`src/rtl/eth_pkg.sv`:
```
// rtl/eth_pkg.sv - shared stream type, CRC-32 constants and byte-wide CRC step
// Contents:
//   stream_t    byte stream beat (startofpacket, endofpacket, valid, data, error)
//   CRC32_POLY  Ethernet generator polynomial, MSB-first notation
//   CRC32_INIT  CRC register seed
//   FCS_BYTES   trailing FCS length in bytes
//   BUF_DEPTH   delay-line depth needed to hold back the FCS plus one payload byte
//   crc32_byte  next CRC register value after absorbing one byte, LSB first
package eth_pkg;

   typedef struct packed {
      logic       startofpacket;
      logic       endofpacket;
      logic       valid;
      logic [7:0] data;
      logic       error;
   } stream_t;

   localparam logic [31:0] CRC32_POLY = 32'h04C11DB7;
   localparam logic [31:0] CRC32_INIT = 32'hFFFFFFFF;
   localparam int          FCS_BYTES  = 4;
   localparam int          BUF_DEPTH  = FCS_BYTES + 1;

   // Register kept MSB-first while the wire order is LSB first, so the feedback
   // taps bit 31 against data bit 0, then bit 1, and so on.
   function automatic logic [31:0] crc32_byte(input logic [31:0] crc, input logic [7:0] data);
      logic [31:0] c;
      c = crc;
      for (int i = 0; i < 8; i++) begin
         if (c[31] ^ data[i]) begin
            c = {c[30:0], 1'b0} ^ CRC32_POLY;
         end else begin
            c = {c[30:0], 1'b0};
         end
      end
      return c;
   endfunction

endpackage

```
`src/rtl/crc32_byte_engine.sv`:
```
// rtl/crc32_byte_engine.sv - registered byte-per-cycle CRC-32 accumulator
// Ports:
//   clk_i   clock
//   rst_i   asynchronous active-high reset, loads CRC32_INIT
//   init_i  restart from CRC32_INIT; with en_i the byte is absorbed into the fresh seed
//   en_i    absorb data_i this cycle
//   data_i  byte to absorb
//   crc_o   current CRC register, MSB-first notation, no final XOR
module crc32_byte_engine
   import eth_pkg::*;
(
   input  logic        clk_i,
   input  logic        rst_i,
   input  logic        init_i,
   input  logic        en_i,
   input  logic [7:0]  data_i,
   output logic [31:0] crc_o
);

   logic [31:0] crc_q;
   logic [31:0] crc_d;
   logic [31:0] seed;

   always_comb begin
      seed  = init_i ? CRC32_INIT : crc_q;
      crc_d = crc_q;
      if (en_i) begin
         crc_d = crc32_byte(seed, data_i);
      end else if (init_i) begin
         crc_d = CRC32_INIT;
      end
   end

   always_ff @(posedge clk_i or posedge rst_i) begin
      if (rst_i) begin
         crc_q <= CRC32_INIT;
      end else begin
         crc_q <= crc_d;
      end
   end

   assign crc_o = crc_q;

endmodule

```
`src/rtl/eth_rx_fcs_check.sv`:
```
// rtl/eth_rx_fcs_check.sv - receive FCS checker: verifies CRC-32 residue, strips FCS, counts frames
// Ports:
//   mac_clk, mac_rst       clock, asynchronous active-high reset
//   in_*                   receiver byte stream, destination MAC first, FCS last
//   out_*                  same frame with the 4 FCS bytes removed; out_error on the eop beat marks a bad frame
//   cnt_good               good frames emitted
//   cnt_fcs_err            frames whose CRC residue did not match
//   cnt_len_err            frames shorter than P_MIN_BYTES, dropped runts included
//   cnt_abort              frames cut short by a new startofpacket
//   All counters saturate at all-ones.
module eth_rx_fcs_check
   import eth_pkg::*;
#(
   parameter logic [31:0] P_RESIDUE   = 32'hC704DD7B,
   parameter int          P_MIN_BYTES = 64,
   parameter int          P_CNT_W     = 16
) (
   input  logic               mac_clk,
   input  logic               mac_rst,
   input  logic               in_startofpacket,
   input  logic               in_endofpacket,
   input  logic               in_valid,
   input  logic [7:0]         in_data,
   input  logic               in_error,
   output logic               out_startofpacket,
   output logic               out_endofpacket,
   output logic               out_valid,
   output logic [7:0]         out_data,
   output logic               out_error,
   output logic [P_CNT_W-1:0] cnt_good,
   output logic [P_CNT_W-1:0] cnt_fcs_err,
   output logic [P_CNT_W-1:0] cnt_len_err,
   output logic [P_CNT_W-1:0] cnt_abort
);

   localparam logic [1:0] ST_IDLE  = 2'd0;
   localparam logic [1:0] ST_FILL  = 2'd1;
   localparam logic [1:0] ST_PASS  = 2'd2;
   localparam logic [1:0] ST_FLUSH = 2'd3;

   localparam logic [2:0]         BUF_FULL = 3'(BUF_DEPTH);
   localparam logic [10:0]        LEN_MAX  = 11'h7FF;
   localparam logic [10:0]        LEN_MIN  = 11'(P_MIN_BYTES);
   localparam logic [P_CNT_W-1:0] CNT_ONE  = {{(P_CNT_W-1){1'b0}}, 1'b1};

   function automatic logic [P_CNT_W-1:0] sat_inc(input logic [P_CNT_W-1:0] v);
      return (&v) ? v : v + CNT_ONE;
   endfunction

   stream_t in_s;
   stream_t out_q, out_d;

   logic [1:0]                 state_q, state_d;
   logic [2:0]                 count_q, count_d;
   // Entry 0 is the newest byte; entry BUF_DEPTH-1 is the oldest and next to leave.
   logic [BUF_DEPTH-1:0][7:0]  buf_data_q, buf_data_d;
   logic [BUF_DEPTH-1:0]       buf_sop_q, buf_sop_d;
   logic [10:0]                len_q, len_d;
   logic                       sticky_q, sticky_d;
   logic [P_CNT_W-1:0]         good_q, good_d;
   logic [P_CNT_W-1:0]         fcs_q, fcs_d;
   logic [P_CNT_W-1:0]         lenerr_q, lenerr_d;
   logic [P_CNT_W-1:0]         abort_q, abort_d;

   logic        do_push;
   logic        do_restart;
   logic [31:0] crc;
   logic        len_short;
   logic        crc_bad;

   assign in_s = '{startofpacket: in_startofpacket, endofpacket: in_endofpacket,
                   valid: in_valid, data: in_data, error: in_error};

   crc32_byte_engine u_crc (
      .clk_i  (mac_clk),
      .rst_i  (mac_rst),
      .init_i (do_restart),
      .en_i   (do_push | do_restart),
      .data_i (in_s.data),
      .crc_o  (crc)
   );

   assign len_short = (len_q < LEN_MIN);
   assign crc_bad   = (crc != P_RESIDUE);

   always_comb begin
      state_d    = state_q;
      count_d    = count_q;
      buf_data_d = buf_data_q;
      buf_sop_d  = buf_sop_q;
      len_d      = len_q;
      sticky_d   = sticky_q;
      good_d     = good_q;
      fcs_d      = fcs_q;
      lenerr_d   = lenerr_q;
      abort_d    = abort_q;
      out_d      = '0;
      do_push    = 1'b0;
      do_restart = 1'b0;

      unique case (state_q)
         ST_IDLE: begin
            if (in_s.valid && in_s.startofpacket) begin
               do_restart = 1'b1;
            end
         end

         ST_FILL, ST_PASS: begin
            if (in_s.valid) begin
               if (in_s.startofpacket) begin
                  // Truncated frame: once bytes have left, the downstream needs a closing eop.
                  do_restart = 1'b1;
                  if (state_q == ST_PASS) begin
                     out_d = '{startofpacket: buf_sop_q[BUF_DEPTH-1], endofpacket: 1'b1, valid: 1'b1,
                               data: buf_data_q[BUF_DEPTH-1], error: 1'b1};
                     abort_d = sat_inc(abort_q);
                  end
               end else if (in_s.endofpacket && (count_q + 3'd1 < BUF_FULL)) begin
                  // Too short to hold even one payload byte ahead of the FCS.
                  count_d    = 3'd0;
                  buf_data_d = '0;
                  buf_sop_d  = '0;
                  lenerr_d   = sat_inc(lenerr_q);
                  state_d    = ST_IDLE;
               end else begin
                  do_push = 1'b1;
                  if (state_q == ST_PASS) begin
                     out_d = '{startofpacket: buf_sop_q[BUF_DEPTH-1], endofpacket: 1'b0, valid: 1'b1,
                               data: buf_data_q[BUF_DEPTH-1], error: 1'b0};
                  end
                  if (in_s.endofpacket) begin
                     state_d = ST_FLUSH;
                  end else if (count_q + 3'd1 >= BUF_FULL) begin
                     state_d = ST_PASS;
                  end
               end
            end
         end

         ST_FLUSH: begin
            // Buffer now holds the last payload byte (oldest) followed by the 4 FCS bytes.
            out_d = '{startofpacket: buf_sop_q[BUF_DEPTH-1], endofpacket: 1'b1, valid: 1'b1,
                      data: buf_data_q[BUF_DEPTH-1], error: crc_bad | len_short | sticky_q};
            if (len_short) begin
               lenerr_d = sat_inc(lenerr_q);
            end else if (crc_bad) begin
               fcs_d = sat_inc(fcs_q);
            end else begin
               good_d = sat_inc(good_q);
            end
            count_d    = 3'd0;
            buf_data_d = '0;
            buf_sop_d  = '0;
            state_d    = ST_IDLE;
            if (in_s.valid && in_s.startofpacket) begin
               do_restart = 1'b1;
            end
         end

         default: state_d = ST_IDLE;
      endcase

      if (do_restart) begin
         buf_data_d = {{((BUF_DEPTH-1)*8){1'b0}}, in_s.data};
         buf_sop_d  = {{(BUF_DEPTH-1){1'b0}}, 1'b1};
         count_d    = 3'd1;
         len_d      = 11'd1;
         sticky_d   = in_s.error;
         state_d    = ST_FILL;
      end else if (do_push) begin
         buf_data_d = {buf_data_q[BUF_DEPTH-2:0], in_s.data};
         buf_sop_d  = {buf_sop_q[BUF_DEPTH-2:0], 1'b0};
         count_d    = (count_q == BUF_FULL) ? BUF_FULL : count_q + 3'd1;
         len_d      = (len_q == LEN_MAX) ? LEN_MAX : len_q + 11'd1;
         sticky_d   = sticky_q | in_s.error;
      end
   end

   always_ff @(posedge mac_clk or posedge mac_rst) begin
      if (mac_rst) begin
         state_q    <= ST_IDLE;
         count_q    <= 3'd0;
         buf_data_q <= '0;
         buf_sop_q  <= '0;
         len_q      <= 11'd0;
         sticky_q   <= 1'b0;
         good_q     <= '0;
         fcs_q      <= '0;
         lenerr_q   <= '0;
         abort_q    <= '0;
         out_q      <= '0;
      end else begin
         state_q    <= state_d;
         count_q    <= count_d;
         buf_data_q <= buf_data_d;
         buf_sop_q  <= buf_sop_d;
         len_q      <= len_d;
         sticky_q   <= sticky_d;
         good_q     <= good_d;
         fcs_q      <= fcs_d;
         lenerr_q   <= lenerr_d;
         abort_q    <= abort_d;
         out_q      <= out_d;
      end
   end

   assign out_startofpacket = out_q.startofpacket;
   assign out_endofpacket   = out_q.endofpacket;
   assign out_valid         = out_q.valid;
   assign out_data          = out_q.data;
   assign out_error         = out_q.error;
   assign cnt_good          = good_q;
   assign cnt_fcs_err       = fcs_q;
   assign cnt_len_err       = lenerr_q;
   assign cnt_abort         = abort_q;

endmodule

```
`config.mk`:
```
export PLATFORM = sky130hd
export DESIGN_NAME = eth_rx_fcs_check
export DESIGN_NICKNAME = d
export VERILOG_FILES = /design/src/rtl/eth_pkg.sv /design/src/rtl/crc32_byte_engine.sv /design/src/rtl/eth_rx_fcs_check.sv
export SDC_FILE = /design/constraint.sdc
export NUM_CORES = 1
export LEC_CHECK = 0
export CAP_MARGIN = 25
export CORE_UTILIZATION = 40
export CTS_CLUSTER_DIAMETER = 80
export CTS_CLUSTER_SIZE = 28
export DETAILED_ROUTE_END_ITERATION = 7
export SLEW_MARGIN = 10
export SYNTH_ARGS = -nofsm -noshare
export SYNTH_HDL_FRONTEND = slang
export SYNTH_HIERARCHICAL = 1
export SYNTH_SLANG_ARGS = --single-unit
```
`constraint.sdc`:
```
create_clock -name mac_clk -period 8.2 [get_ports mac_clk]
set_clock_uncertainty 0.15 [all_clocks]
set_input_delay 1.23 -clock mac_clk [delete_from_list [all_inputs] [get_ports mac_clk]]
set_output_delay 1.23 -clock mac_clk [all_outputs]
set_load 0.01 [all_outputs]
```
==> impl_metrics.env, run 1 <==
export IMPL_status="complete, no violations"
export IMPL_antenna_found_initial=0
export IMPL_worst_path_max_delay_cell="clkdlybuf4s50_1"
export IMPL_area_growth_pct=19.91
export IMPL_synth_fp_nets=854
export IMPL_maxSlewViolCount=0
export IMPL_min_delay_path_class="reg2reg"
export IMPL_cap_violations=0
export IMPL_cts_resized=0
export IMPL_cts_max_path_buffers=2
export IMPL_first_iter_violations=450
export IMPL_critPathKind="in2reg"
export IMPL_timing_hold_ws_ns=0.3330
export IMPL_synth_edf_count=0
export IMPL_yosysTopAreaCellShare=0.3947
export IMPL_rsz0062_at_grt="no"
export IMPL_cts_max_level=4
export IMPL_hold_viol_final=0
export IMPL_worstSkewPairLatency_ns=0.44
export IMPL_setup_viol_count_final=0
export IMPL_sw_frac_of_total=0.3746
export IMPL_firstDrtPassIters=6
export IMPL_numCtsBuffers=17
export IMPL_wirelength_um=19150
export IMPL_ys_seq_elements=170
export IMPL_crit_top_cell="xnor3_1"
export IMPL_grtUsageTotal=0.1794
export IMPL_grt_ovfl_total=0
export IMPL_ys_types=68
export IMPL_routedWlPerCell_um=16.17
export IMPL_r2r_start="count_q[0]"
export IMPL_io_pins=90
export IMPL_avgSynthCellArea_um2=10.55
export IMPL_critical_path_startpoint="in_valid"
export IMPL_cts_tree="yes"
export IMPL_p_int_mw=1.938
export IMPL_peakVddDrop_uv=168.1
export IMPL_n_antenna_cell=0
export IMPL_powerDensity_mw_per_mm2=295.4
export IMPL_end_kind="flop"
export IMPL_p_sw_mw=1.161
export IMPL_yosys_warnings=6
export IMPL_min_period_over_period=0.5834
export IMPL_netlist_area_mm2=0.008748
export IMPL_total_leakage_power_nw=4.471
export IMPL_fin_crit_ns=4.784
export IMPL_cts_sinks=170
export IMPL_die_x_um=149.9
export IMPL_ant_nets=0
export IMPL_worst_path_max_fanout=57
export IMPL_synthTopCellsByArea="dfrtp_1 39%, dfstp_2 9.6%, xnor2_1 7.7%, a22o_1 4.6%, xor2_1 3.3%"
export IMPL_design_core_area_mm2=0.02122
export IMPL_detailed_place_hpwl_um=12880
export IMPL_tightest_slew_ns=0.9382
export IMPL_synth_cells=829
export IMPL_comb_power_share=0.348
export IMPL_critPathRequiredTime_ns=8.41
export IMPL_critical_path_arrival_ns=5.00
export IMPL_nets=921
export IMPL_p_seq_frac=0.376
export IMPL_remaining_drc_errors=0
export IMPL_holdCritStartpoint="buf_sop_q[0]"
export IMPL_place_inst=1152
export IMPL_grt_pass1_wl_um=31640
export IMPL_cts_root_buffer="clkbuf_16"
export IMPL_fin_tns_setup_ns=0
export IMPL_die_area_mm2=0.02247
export IMPL_initial_core_util=0.4123
export IMPL_numPortBuffers=89
export IMPL_slowest_delay_ns=0.65
export IMPL_via_per_inst=5.404
export IMPL_synth_top_cell_by_area="dfrtp_1"
export IMPL_slew_headroom=0.3745
export IMPL_hold_buffers=0
export IMPL_grt_start_max_net_pins=87
export IMPL_layout_drive_gt1_share=0.1067
export IMPL_synth_ff_type="dfrtp_1"
export IMPL_fin_cells=1184
export IMPL_grt_pass1_vias=5906
export IMPL_path_clk_slew_ns=0.08
export IMPL_worstSetupStartpointType="primary input"
export IMPL_die_h_um=149.9
export IMPL_rows=53
export IMPL_routed_via_count=6398
export IMPL_ys_seq_area_frac=0.4908
export IMPL_crit_chain="clkdlybuf4s50_1 -> nand2_1 -> clkinv_1 -> buf_4 -> nor2_1 -> xnor2_1 -> xnor3_1 -> xnor3_1 -> or4_1 -> o311a_1"
export IMPL_post_cts_setup_buffer_count=0
export IMPL_place_gp_congestion=0.8456
export IMPL_clock_fmax_ghz=0.2090
export IMPL_clkPwrFrac=0.276
export IMPL_async_flop_share=1.000
-- metrics by stage --
stage               cell area [um2]  setup slack [ns]  power [mW]    util
floorplan                      8748             3.124       1.986       -
global placement               9842             3.071       2.240  0.4638
detailed placement             9842             3.003       2.252  0.4638
CTS                           10490             3.466       3.122  0.4943
global route                  10490             3.139       3.283  0.4943
finish                        10490             3.416       3.098  0.4943
-- state kept, by name, summed over array words and instances (netlist names) --
register and count:
buf_data_q 40, buf_sop_q 5, cnt_abort 16, cnt_fcs_err 16, cnt_good 16, cnt_len_err 16, count_q 3, len_q 11
out_data 8, out_endofpacket 1, out_error 1, out_startofpacket 1, out_valid 1, state_q 2, sticky_q 1, u_crc/crc_o 32
-- cell families after synthesis --
group                    synth area share
XOR/XNOR                           0.1279
AO/OA/AOI/OAI                      0.1406
AND/OR/NAND/NOR                    0.1753
multiplexers                      0.01230
adder cells (fa/ha/maj)           0.01573
buffers and inverters             0.03733
flip-flops                         0.4908
-- power groups by stage --
stage          Combinational (mW)  Sequential (mW)  Clock [mW]
2_1_floorplan               0.861             1.13           0
3_3_place_gp                 1.06             1.18           0
3_5_place_dp                 1.07             1.18           0
4_1_cts                      1.08             1.17       0.878
5_1_grt                      1.18             1.19       0.914
6_report                     1.08             1.16       0.855
-- synthesized netlist by cell type (6+ instances only) --
| library cell | instances |
|---|---|
| dfrtp_1 | 138 |
| xnor2_1 | 77 |
| nor2_1 | 61 |
| a22o_1 | 46 |
| nand3_1 | 42 |
| nand2_1 | 39 |
| xor2_1 | 33 |
| dfstp_2 | 32 |
| clkbuf_1 | 31 |
| inv_1 | 31 |
| o21ai_0 | 31 |
| a21oi_1 | 27 |
| nand4_1 | 22 |
| nor3_1 | 22 |
| and2_1 | 17 |
| and3_1 | 15 |
| o22a_1 | 15 |
| a31oi_1 | 13 |
| ha_1 | 11 |
| and4_1 | 10 |
| buf_2 | 9 |
| nand4b_1 | 6 |
-- final timing paths --
| kind | to | slack, ns | depth (start not counted) |
|---|---|---|---|
| min in group asynchronous | cnt_good[13] | 1.12 | 2 |
| worst min-delay path | buf_sop_q[0] | 0.33 | 2 |
| worst min register to register | buf_sop_q[0] | 0.33 | 2 |
| worst max register to register | u_crc/crc_o[8] | 5.11 | 8 |
| max in group asynchronous | buf_sop_q[4] | 5.46 | 3 |
| worst max-delay path | u_crc/crc_o[12] | 3.42 | 10 |
-- worst max-delay path: cells and delay by family --
kind | cells | cell delay [ns]
buffers and inverters | 3 | 1.53
AND/OR/NAND/NOR | 3 | 0.91
XOR/XNOR | 3 | 1.20
AO/OA/AOI/OAI | 1 | 0.12
-- area by class of cell --
type | count | area [um2]
fill | 1966 | 10730
sequential | 170 | 4294
multi-input combinational | 581 | 4146
timing repair buffer | 95 | 935.9
clock buffer | 17 | 425.4
tap | 275 | 344.1
clock inverter | 15 | 222.7
inverter | 31 | 121.4
-- routing by layer --
layer	vias up	routed length (um)	track usage	part of all wire
li1	3122	-	-	-
met1	3119	9494	0.2616	0.50
met2	139	8714	0.2683	0.46
met3	18	705	0.03384	0.037
met4	0	233	0.05455	0.012
met5	-	0	0	0
-- cell usage in the layout, fill, tap and decap left out, types with 17 or more instances in the layout --
cell type / synthesis / final
nor2_1: 61 / 61
nor3_1: 22 / 22
and2_1: 17 / 17
nand2_1: 39 / 39
o21ai_0: 31 / 31
xnor2_1: 77 / 77
clkbuf_16: 0 / 17
dfstp_2: 32 / 32
xor2_1: 33 / 33
nand3_1: 42 / 42
nand4_1: 22 / 22
a21oi_1: 27 / 26
clkdlybuf4s50_1: 0 / 89
dfrtp_1: 138 / 138
inv_1: 31 / 29
a22o_1: 46 / 46
Power figures use the tool's default switching activity.
==> run 2, diff against run 1 <==
==> constraint.sdc (replaced) <==
create_clock -name mac_clk -period 4.91 [get_ports mac_clk]
set_clock_uncertainty 0.15 [all_clocks]
set_input_delay 0.7365 -clock mac_clk [delete_from_list [all_inputs] [get_ports mac_clk]]
set_output_delay 0.7365 -clock mac_clk [all_outputs]
set_load 0.01 [all_outputs]
==> run 2 against run 1 <==
Compared with the run above: core utilization is 0.065 points lower; combinational power is 69% higher; wire length is 1.1% higher.
==> impl_metrics.env, run 2 (synthesized netlist as in run 1, its figures left out) <==
export IMPL_total_leakage_power_nw=4.477
export IMPL_routed_via_count=6478
export IMPL_cts_max_path_buffers=2
export IMPL_antenna_found_initial=0
export IMPL_firstDrtPassIters=5
export IMPL_routedWlPerCell_um=16.25
export IMPL_rows=53
export IMPL_io_pins=90
export IMPL_rsz0062_at_grt="no"
export IMPL_area_growth_pct=19.75
export IMPL_die_x_um=149.9
export IMPL_setup_viol_count_final=0
export IMPL_detailed_place_hpwl_um=13150
export IMPL_worstSkewPairLatency_ns=0.43
export IMPL_cts_tree="yes"
export IMPL_total_power_mw=5.052
export IMPL_p_int_mw=3.207
export IMPL_numCtsBuffers=17
export IMPL_post_cts_setup_buffer_count=0
export IMPL_wirelength_um=19360
export IMPL_cts_max_level=4
export IMPL_fin_crit_ns=3.478
export IMPL_initial_core_util=0.4123
export IMPL_grt_pass1_wl_um=32420
export IMPL_p_seq_frac=0.386
export IMPL_cap_violations=0
export IMPL_place_gp_congestion=0.8359
export IMPL_sw_frac_of_total=0.3653
export IMPL_min_delay_path_class="reg2reg"
export IMPL_critPathRequiredTime_ns=5.10
export IMPL_critical_path_arrival_ns=3.67
export IMPL_maxSlewViolCount=0
export IMPL_final_common_cell="dfrtp_1"
export IMPL_nets=928
export IMPL_via_per_inst=5.439
export IMPL_slew_headroom=0.3632
export IMPL_fillCellCount=2009
export IMPL_n_antenna_cell=0
export IMPL_worst_path_max_fanout=14
export IMPL_end_kind="flop"
export IMPL_cts_sinks=170
export IMPL_largest_register_ffs=40
export IMPL_numPortBuffers=89
export IMPL_status="complete, no violations"
export IMPL_p_sw_mw=1.846
export IMPL_hold_buffers=0
export IMPL_hold_viol_final=0
export IMPL_peakVddDrop_uv=254.1
export IMPL_path_clk_slew_ns=0.07
export IMPL_cts_root_buffer="clkbuf_16"
export IMPL_ant_nets=0
export IMPL_fin_tns_setup_ns=0
export IMPL_design_core_area_mm2=0.02122
export IMPL_grt_start_max_net_pins=106
export IMPL_grtUsageTotal=0.1832
export IMPL_tightest_slew_ns=0.9494
export IMPL_die_area_mm2=0.02247
export IMPL_die_h_um=149.9
export IMPL_grt_pass1_vias=6164
export IMPL_powerDensity_mw_per_mm2=482.2
export IMPL_cts_resized=0
export IMPL_remaining_drc_errors=0
export IMPL_min_period_over_period=0.7084
export IMPL_grt_ovfl_total=0
export IMPL_worstSetupStartpointType="primary input"
export IMPL_comb_power_share=0.360
export IMPL_critPathKind="in2reg"
export IMPL_layout_common_cells="138 x dfrtp_1, 89 x clkdlybuf4s50_1, 77 x xnor2_1, 61 x nor2_1, 46 x a22o_1"
export IMPL_largest_register="buf_data_q"
export IMPL_clkPwrFrac=0.254
export IMPL_layout_drive_gt1_share=0.1114
export IMPL_clock_fmax_ghz=0.2875
export IMPL_first_iter_violations=409
run 2: changes by cell type in the layout (fill, tap and decap cells not counted), moves of 2 or more:
cell      delta
clkbuf_1     +2
inv_6        +2
inv_8        +3
clkinv_8     -5
buf_4        +6
inv_12       -4
run 2: worst max-delay path, stage by stage:
cell	delay [ns]
clkdlybuf4s50_1	0.58
nand2_1	0.19
clkinv_1	0.11
buf_4	0.20
inv_1	0.35
and2_1	0.22
xnor3_2	0.38
xnor3_1	0.37
or4_1	0.40
o311a_1	0.12
run 2: final timing paths:
path                              start         endpoint  slack [ns]  depth (start not counted)
max                            in_valid  u_crc/crc_o[12]        1.43                         10
min                        buf_sop_q[0]     buf_sop_q[0]        0.34                          2
max reg2reg                  count_q[0]   u_crc/crc_o[8]        1.94                          9
min reg2reg                buf_sop_q[0]     buf_sop_q[0]        0.34                          2
max in group asynchronous       mac_rst      out_data[5]        3.12                          4
min in group asynchronous       mac_rst     cnt_good[13]        0.57                          2
run 2: layout make-up:
class | instances | area [um2] | area share
Inverter | 31 | 121.4 | 0.01158
Timing Repair Buffer | 102 | 1008 | 0.09626
Multi-Input combinational cell | 581 | 4146 | 0.3958
Sequential cell | 170 | 4294 | 0.4099
Clock inverter | 13 | 128.9 | 0.01230
Clock buffer | 19 | 432.9 | 0.04132
Tap cell | 275 | 344.1 | 0.03284
run 2: power groups by stage:
stage	combinational [mW]	sequential (mW)	clock, mW
2_1_floorplan	1.44	1.88	0
3_3_place_gp	1.77	1.98	0
3_5_place_dp	1.79	1.97	0
4_1_cts	1.81	1.95	1.32
5_1_grt	2.00	1.99	1.38
6_report	1.82	1.95	1.28
run 2: per-stage QoR:
step / cell area (um2) / worst slack, ns / hold WS, ns / util / cells
after floorplan: 8748 / 0.3273 / 0.2974 / - / 829
after global placement: 9887 / 1.110 / 0.3117 / 0.4659 / 1158
after detailed placement: 9887 / 1.050 / 0.3227 / 0.4659 / 1158
after CTS: 10450 / 1.499 / 0.3429 / 0.4924 / 1190
after global routing: 10480 / 1.282 / 0.3513 / 0.4937 / 1191
final: 10480 / 1.432 / 0.3382 / 0.4937 / 1191
run 2: routing by layer:
| metal | up-vias | track usage | wire, um |
|---|---|---|---|
| met5 | - | 0 | 0 |
| met4 | 0 | 0.04747 | 162 |
| met1 | 3217 | 0.2606 | 9761 |
| met2 | 107 | 0.2826 | 8856 |
| li1 | 3143 | - | - |
| met3 | 11 | 0.03811 | 577 |
